--- src/rtl/progloader_pkg.sv ---
// progloader_pkg: shared program-memory geometry and loader state encodings.
package progloader_pkg;
    localparam int PM_AW = 10;
    localparam int PM_DW = 16;

    typedef enum logic [2:0] {
        S_IDLE   = 3'd0,
        S_CNT_HI = 3'd1,
        S_CNT_LO = 3'd2,
        S_DAT_HI = 3'd3,
        S_DAT_LO = 3'd4,
        S_CHK    = 3'd5,
        S_DONE   = 3'd6,
        S_ERR    = 3'd7
    } pl_state_t;
endpackage

--- src/rtl/progloader_if.sv ---
// progloader_if: byte stream in, program-memory write port and status out.
interface progloader_if import progloader_pkg::*; #(parameter int AW = PM_AW, parameter int DW = PM_DW);
    logic          start;
    logic [7:0]    in_data;
    logic          in_valid;
    logic          in_ready;
    logic          we;
    logic [AW-1:0] wa;
    logic [DW-1:0] wd;
    logic          busy;
    logic          done;
    logic          err;
    logic          cpu_run;

    modport master (output start, in_data, in_valid,
                    input  in_ready, we, wa, wd, busy, done, err, cpu_run);
    modport slave  (input  start, in_data, in_valid,
                    output in_ready, we, wa, wd, busy, done, err, cpu_run);
endinterface

--- src/rtl/progloader.sv ---
// progloader: loads a counted, XOR-checksummed byte image into program memory
// and holds the CPU in reset until the image has verified.
module progloader import progloader_pkg::*; #(parameter int AW = PM_AW, parameter int DW = PM_DW) (
    input logic         clk,
    input logic         reset,
    progloader_if.slave bus
);
    localparam int unsigned DEPTH = 1 << AW;

    pl_state_t     state;
    logic [15:0]   cnt;
    logic [7:0]    chk;
    logic [7:0]    hi;
    logic [AW-1:0] idx;
    logic [15:0]   n;
    logic          acc;
    logic          last;

    assign bus.in_ready = state inside {S_CNT_HI, S_CNT_LO, S_DAT_HI, S_DAT_LO, S_CHK};
    assign bus.busy     = bus.in_ready;
    assign acc          = bus.in_ready && bus.in_valid;
    assign n            = {cnt[15:8], bus.in_data};
    assign last         = 16'(idx) == cnt - 16'd1;

    always_ff @(posedge clk or negedge reset) begin
        if (!reset) begin
            state       <= S_IDLE;
            cnt         <= '0;
            chk         <= '0;
            hi          <= '0;
            idx         <= '0;
            bus.we      <= 1'b0;
            bus.wa      <= '0;
            bus.wd      <= '0;
            bus.done    <= 1'b0;
            bus.err     <= 1'b0;
            bus.cpu_run <= 1'b0;
        end else begin
            bus.we <= 1'b0;
            if (acc && state != S_CHK)
                chk <= chk ^ bus.in_data;
            case (state)
                S_IDLE, S_DONE, S_ERR:
                    if (bus.start) begin
                        state       <= S_CNT_HI;
                        chk         <= '0;
                        idx         <= '0;
                        bus.done    <= 1'b0;
                        bus.err     <= 1'b0;
                        bus.cpu_run <= 1'b0;
                    end
                S_CNT_HI:
                    if (acc) begin
                        cnt[15:8] <= bus.in_data;
                        state     <= S_CNT_LO;
                    end
                S_CNT_LO:
                    if (acc) begin
                        cnt <= n;
                        // Counts that would overflow the memory are rejected before any write.
                        if (n == 16'd0 || 32'(n) > DEPTH) begin
                            state   <= S_ERR;
                            bus.err <= 1'b1;
                        end else
                            state <= S_DAT_HI;
                    end
                S_DAT_HI:
                    if (acc) begin
                        hi    <= bus.in_data;
                        state <= S_DAT_LO;
                    end
                S_DAT_LO:
                    if (acc) begin
                        bus.we <= 1'b1;
                        bus.wa <= idx;
                        bus.wd <= DW'({hi, bus.in_data});
                        idx    <= idx + 1'b1;
                        state  <= last ? S_CHK : S_DAT_HI;
                    end
                S_CHK:
                    if (acc) begin
                        if (bus.in_data == chk) begin
                            state       <= S_DONE;
                            bus.done    <= 1'b1;
                            bus.cpu_run <= 1'b1;
                        end else begin
                            state   <= S_ERR;
                            bus.err <= 1'b1;
                        end
                    end
                default: state <= S_IDLE;
            endcase
        end
    end
endmodule
--- src/flat_wrapper.sv ---
// flat-port wrapper written by rule: the top's interface ports become plain ports
module progloader_flat import progloader_pkg::*;
#(parameter int AW = PM_AW, parameter int DW = PM_DW)
  (clk, reset, bus_start, bus_in_data, bus_in_valid, bus_in_ready, bus_we, bus_wa, bus_wd, bus_busy, bus_done, bus_err, bus_cpu_run);
  progloader_if #(.AW(AW), .DW(DW)) bus_i ();
  input logic clk;
  input logic reset;
  input wire logic [$bits(bus_i.start)-1:0] bus_start;
  input wire logic [$bits(bus_i.in_data)-1:0] bus_in_data;
  input wire logic [$bits(bus_i.in_valid)-1:0] bus_in_valid;
  output wire logic [$bits(bus_i.in_ready)-1:0] bus_in_ready;
  output wire logic [$bits(bus_i.we)-1:0] bus_we;
  output wire logic [$bits(bus_i.wa)-1:0] bus_wa;
  output wire logic [$bits(bus_i.wd)-1:0] bus_wd;
  output wire logic [$bits(bus_i.busy)-1:0] bus_busy;
  output wire logic [$bits(bus_i.done)-1:0] bus_done;
  output wire logic [$bits(bus_i.err)-1:0] bus_err;
  output wire logic [$bits(bus_i.cpu_run)-1:0] bus_cpu_run;
  assign bus_i.start = bus_start;
  assign bus_i.in_data = bus_in_data;
  assign bus_i.in_valid = bus_in_valid;
  assign bus_in_ready = bus_i.in_ready;
  assign bus_we = bus_i.we;
  assign bus_wa = bus_i.wa;
  assign bus_wd = bus_i.wd;
  assign bus_busy = bus_i.busy;
  assign bus_done = bus_i.done;
  assign bus_err = bus_i.err;
  assign bus_cpu_run = bus_i.cpu_run;
  progloader #(.AW(AW), .DW(DW)) u_core (.clk(clk), .reset(reset), .bus(bus_i));
endmodule
--- config.mk ---
export PLATFORM = sky130hd
export DESIGN_NAME = progloader_flat
export DESIGN_NICKNAME = d
export VERILOG_FILES = /design/src/rtl/progloader_pkg.sv /design/src/rtl/progloader_if.sv /design/src/rtl/progloader.sv /design/src/flat_wrapper.sv
export SDC_FILE = /design/constraint.sdc
export NUM_CORES = 1
export LEC_CHECK = 0
export CAP_MARGIN = 20
export CORE_MARGIN = 4
export CORE_UTILIZATION = 32
export DETAILED_ROUTE_END_ITERATION = 8
export PLACE_DENSITY = 0.5
export SYNTH_ARGS = -nofsm -noshare
export SYNTH_HDL_FRONTEND = slang
export SYNTH_SLANG_ARGS = --single-unit
--- constraint.sdc ---
create_clock -name clk -period 5.6 [get_ports clk]
set_clock_uncertainty 0.05 [all_clocks]
set_input_delay 0.56 -clock clk [delete_from_list [all_inputs] [get_ports clk]]
set_output_delay 0.56 -clock clk [all_outputs]
set_load 0.02 [all_outputs]
* Word level (Yosys, flattened, before mapping)
Index checks and enable logic that the tools add are counted.
** Storage, ports and cells
- Word-level logic and storage cells :: 82
- Register bits after elaboration :: 74
- Output and inout bits :: 32
- Bits of input ports :: 12
** Cells by class
- Reduce and logical (&&, ||, !) cells :: 18
- Bitwise operators :: 2
- Eq/ne operators :: 19
- Magnitude comparators :: 1
- Add/subtract/negate cells :: 2
- Mux-type cells :: 29
** Operator list (count)
- $mux W8 :: 4
- $mux W3 :: 8
- $mux W10 :: 2
- $pmux W10 S2 :: 1
- $pmux W3 S6 :: 1
- $eq A10 B16 Y1 :: 1
- $gt A16 B11 Y1 const B :: 1
- $logic_not A16 Y1 :: 1
- $pmux W8 S2 :: 1
- $sub A16 B1 Y16 const B :: 1
- $eq A3 B3 Y1 const B :: 4
- $reduce_and A6 Y1 :: 2
- $add A10 B1 Y10 const B :: 1
- $mux W1 :: 10
- $ne A2 B1 Y1 const B :: 5
- $eq A8 B8 Y1 :: 1
- $ne A2 B2 Y1 const B :: 4
- $xor A8 B8 Y8 :: 1
- $eq A3 B2 Y1 const B :: 2
- $reduce_and A2 Y1 :: 3
- $reduce_and A3 Y1 :: 2
- $reduce_bool A5 Y1 :: 1
- $reduce_and A4 Y1 :: 1
- $reduce_bool A2 Y1 :: 2
- other kinds (10) :: 11

* Longest topological paths before layout
- Word-level depth :: 7
- Mapped depth :: 8

* Worst setup path after synthesis
Ideal clock, no wire load.
- Kind :: reg2reg
- From :: reg u_core.cnt[0]
- To :: reg u_core.state[1]
- Data required time :: 5.406 ns
- Slack :: 3.297 ns
- Setup time :: 0.144 ns
- Path buffers :: 0
- Cell stages (with the launch flop) :: 9
- Arrival :: 2.109 ns
- Path through :: dfrtp_1 -> inv_1 -> ha_1 -> nor3b_2 -> nand2_1 -> or4_1 -> o211a_1 -> nor4_2 -> a41oi_1
** Between the ends
- Word-level cells in the longest chain between the ends :: 5
** Ends and longest elaborated chain
- from (decl) :: line progloader.sv:11 : logic [15:0] cnt;
- from (signal assigned) :: line progloader.sv:59 : cnt <= n;
- $sub A16 B1 Y16 :: line progloader.sv:23 : assign last = 16'(idx) == cnt - 16'd1;
- $eq A10 B16 Y1 :: line progloader.sv:23
- $mux W3 :: line progloader.sv:78 : state <= last ? S_CHK : S_DAT_HI;
- $mux W3 :: line progloader.sv:73 : if (acc) begin
- $pmux W3 S6 :: line progloader.sv:42 : case (state)
- to (signal assigned) :: line progloader.sv:78
- to (decl) :: line progloader.sv:10 : pl_state_t state;
Every way passes these cells. The select of a mux whose other input is x is not followed.
A chain may end at the register's enable or synchronous reset.

* Worst setup path in the final report
Ends and elaborated chain as after synthesis.

==> results.py <==
metrics = {
    "run_status": {
        "status": "finished, final reports clean",
    },
    "global_routing": {
        "grtUsageMet3_pct": 4.80,
        "grt.overflow.total": 0,
        "antenna_found_initial": 0,
        "grt_use_met2_pct": 22.6,
        "grt_pass1_wl_um": 14100,
        "use_met1_pct": 18.1,
        "track_usage_pct": 13.9,
        "top_usage_layer": "met2",
        "grt_max_degree": 75,
        "first_global_vias": 2640,
    },
    "clock_tree": {
        "clock_latency_ps": 340,
        "path_clk_slew_ps": 60,
        "clock_sinks": 74,
        "cts_tree": "built",
        "clk_path_buf_depth": 2,
        "htree_levels": 3,
        "post-cts-setup-buffers": 0,
        "clock-root-buffer": "clkbuf_16",
        "postCtsHoldBufs": 0,
        "cts_resized": 0,
        "cts_buffers": 9,
    },
    "synthesis": {
        "synthCells": 344,
        "yosysUniqueCellTypes": 46,
        "syn_area_per_cell_sq_um": 10.8,
        "netlist_area_sq_um": 3700,
        "synthTopCellsByArea": "dfrtp_1 50%, mux2_2 14%, xor2_1 5.7%, nor2_1 2.7%, xnor2_1 2.6%",
        "yosysWarningCount": 0,
        "synth-seq-cells": 74,
        "synth_nets": 358,
        "synth_area_leader_cell": "dfrtp_1",
        "synth-edff-count": 0,
        "ys.flop_type": "dfrtp_1",
        "async_flop_share_pct": 100,
        "yosysSeqAreaShare_pct": 50.0,
        "synth_top_area_share_pct": 50.0,
    },
    "min_path": {
        "hp-class": "input port to async pin",
    },
    "route": {
        "num_vias": 2715,
        "vias_per_cell": 5.14,
        "finalWirelength_um": 8590,
        "dr.pass1.iters": 4,
        "wl_per_cell_um": 16.3,
        "ant_nets": 0,
        "drc_errors": 0,
        "drt_iter0_markers": 99,
    },
    "finish": {
        "diodes": 0,
        "fin_nets": 394,
        "drive_above_1_share_pct": 18.2,
        "fin_area_sq_um": 4540,
        "seqCellArea_sq_um": 1850,
        "multi_input_area_sq_um": 1720,
        "fillers": 1131,
        "syn_to_final_growth_pct": 22.5,
    },
    "timing": {
        "fin_crit_ps": 2660,
        "slew_headroom_pct": 37.6,
        "setup_viol_count_final": 0,
        "rsz0062_at_grt": "no",
        "period_share_pct": 47.5,
        "final-hold-violation-count": 0,
        "tightest_slew_ps": 936,
        "setup_tns_ps": 0,
        "drv_slew": 0,
        "clock.fmax_mhz": 376,
    },
    "placement": {
        "dpl_cell_area_sq_um": 4230,
        "place.gp.congestion": 0.836,
        "io_buffers": 43,
        "hpwl_um": 5900,
    },
    "floorplan": {
        "die_area_sq_um": 13400,
        "ioPinCount": 44,
        "die_y_um": 116,
        "start_util_pct": 32.6,
        "core-area_sq_um": 11400,
        "die_x_um": 116,
        "core.rowCount": 39,
    },
    "worst_setup_path": {
        "worst_setup_path_end_kind": "flip-flop",
        "arrival_ps": 2810,
        "max_stage_delay_ps": 490,
        "r2r_cells": 8,
        "path_class": "flip-flop to flip-flop",
        "worstPathCellList": "inv_1 -> ha_1 -> nor3b_2 -> nand2_1 -> or4_1 -> o211a_1 -> nor4_2 -> a41oi_1",
        "critPathSlowestCell": "or4_1",
        "crit_fanout": 7,
        "crit_required_ps": 5750,
        "rr_endpoint": "u_core.state[1]",
        "worstReg2RegStart": "u_core.cnt[0]",
        "startpoint": "u_core.cnt[0]",
        "ff2ff_setup_slack_ps": 2940,
        "crit_path_start_kind": "flip-flop",
    },
    "job": {
        "cap_violations": 0,
    },
    "pwr": {
        "report.power.total_uw": 2460,
        "power_leakage_uw": 0.00186,
        "power_density_nw_per_um2": 542,
        "ir_worst_vdd_mv": 0.314,
    },
}
## cells in the final DEF (no fill, tap or decap), types with 3 or more instances in the layout
master           instances
a31oi_1                  4
mux2_2                  47
nor4_1                   7
nand2_1                 24
nor2b_1                  4
dfrtp_1                 74
inv_1                   11
clkbuf_16                9
nor2_1                  27
clkdlybuf4s50_1         42
xor2_1                  24
o21ai_0                 12
nand4_1                  7
nand3_1                 11
a21oi_1                 12
xnor2_1                 11
nor3_1                  10
and2_1                   3
or3_1                    4
nand2b_1                 3
## per-layer routing
layer | up-vias | wire, um | share of wire (%)
li1 | 1298 | - | -
met1 | 1352 | 4040 | 47
met2 | 56 | 4110 | 48
met3 | 9 | 373 | 4.3
met4 | 0 | 68 | 0.79
met5 | - | 0 | 0
## area by class of cell
type | count | area share (%)
clock inverters | 6 | 1.60
multi-input cells | 240 | 37.9
flip-flops and latches | 74 | 40.8
repair buffers | 44 | 9.59
inverters | 11 | 0.910
clock buffers | 10 | 5.26
well taps | 143 | 3.94
## metrics by stage
step / hold slack (ps) / instances / utilization (%) / worst slack, ps
3_5_place_dp: 440 / 512 / 37.2 / 2580
5_1_grt: 401 / 528 / 39.9 / 2730
2_1_floorplan: 214 / 344 / - / 3300
3_3_place_gp: 429 / 512 / 37.2 / 2640
6_report: 326 / 528 / 39.9 / 2940
4_1_cts: 357 / 528 / 39.9 / 2910
## state kept, by name (all words and copies together) (netlist names)
name             count
u_core.bus.done      1
u_core.bus.err       1
u_core.bus.wa       10
u_core.bus.wd       16
u_core.bus.we        1
u_core.chk           8
u_core.cnt          16
u_core.hi            8
u_core.idx          10
u_core.state         3
## Yosys cell counts, types with 4 or more instances
library cell,number
a21oi_1,12
a31oi_1,4
clkbuf_1,11
dfrtp_1,74
inv_1,11
mux2_2,47
nand2_1,24
nand3_1,11
nand4_1,7
nor2_1,27
nor2b_1,5
nor3_1,10
nor4_1,7
o21ai_0,12
or3_1,4
xnor2_1,11
xor2_1,24
## how the worst max path moves through the flow
stage,endpoint,depth (start not counted)
final,u_core.state[1],8
after global routing,u_core.idx[9],7
after CTS,u_core.state[1],8
after detailed placement,u_core.bus.wd[0],5
after global placement,u_core.bus.wd[2],5
after floorplan,u_core.state[1],8
## power breakdown
part           switching, uW  internal [uW]
registers                220            737
logic                    444            457
clock network            240            362
total                    904           1560
## worst max-delay path: cells and delay by family (launching register included)
family                   cells  cell delay, ps
AO/OA/AOI/OAI                2             290
adder cells (fa/ha/maj)      1             240
buffers and inverters        1             100
flip-flops                   1             430
AND/OR/NAND/NOR              4            1410
## cell families after synthesis
logic type | after synthesis | share of synthesized area (%)
adders and majority gates | 2 | 0.675
xor gates and xnor gates | 35 | 8.27
and+or+nand+nor | 111 | 15.4
muxes | 47 | 14.3
buffers and inverters | 30 | 3.65
DFF | 74 | 50.0
AOI/OAI and AO/OA | 45 | 7.70
Note: power is estimated with default switching activity, not from simulation.
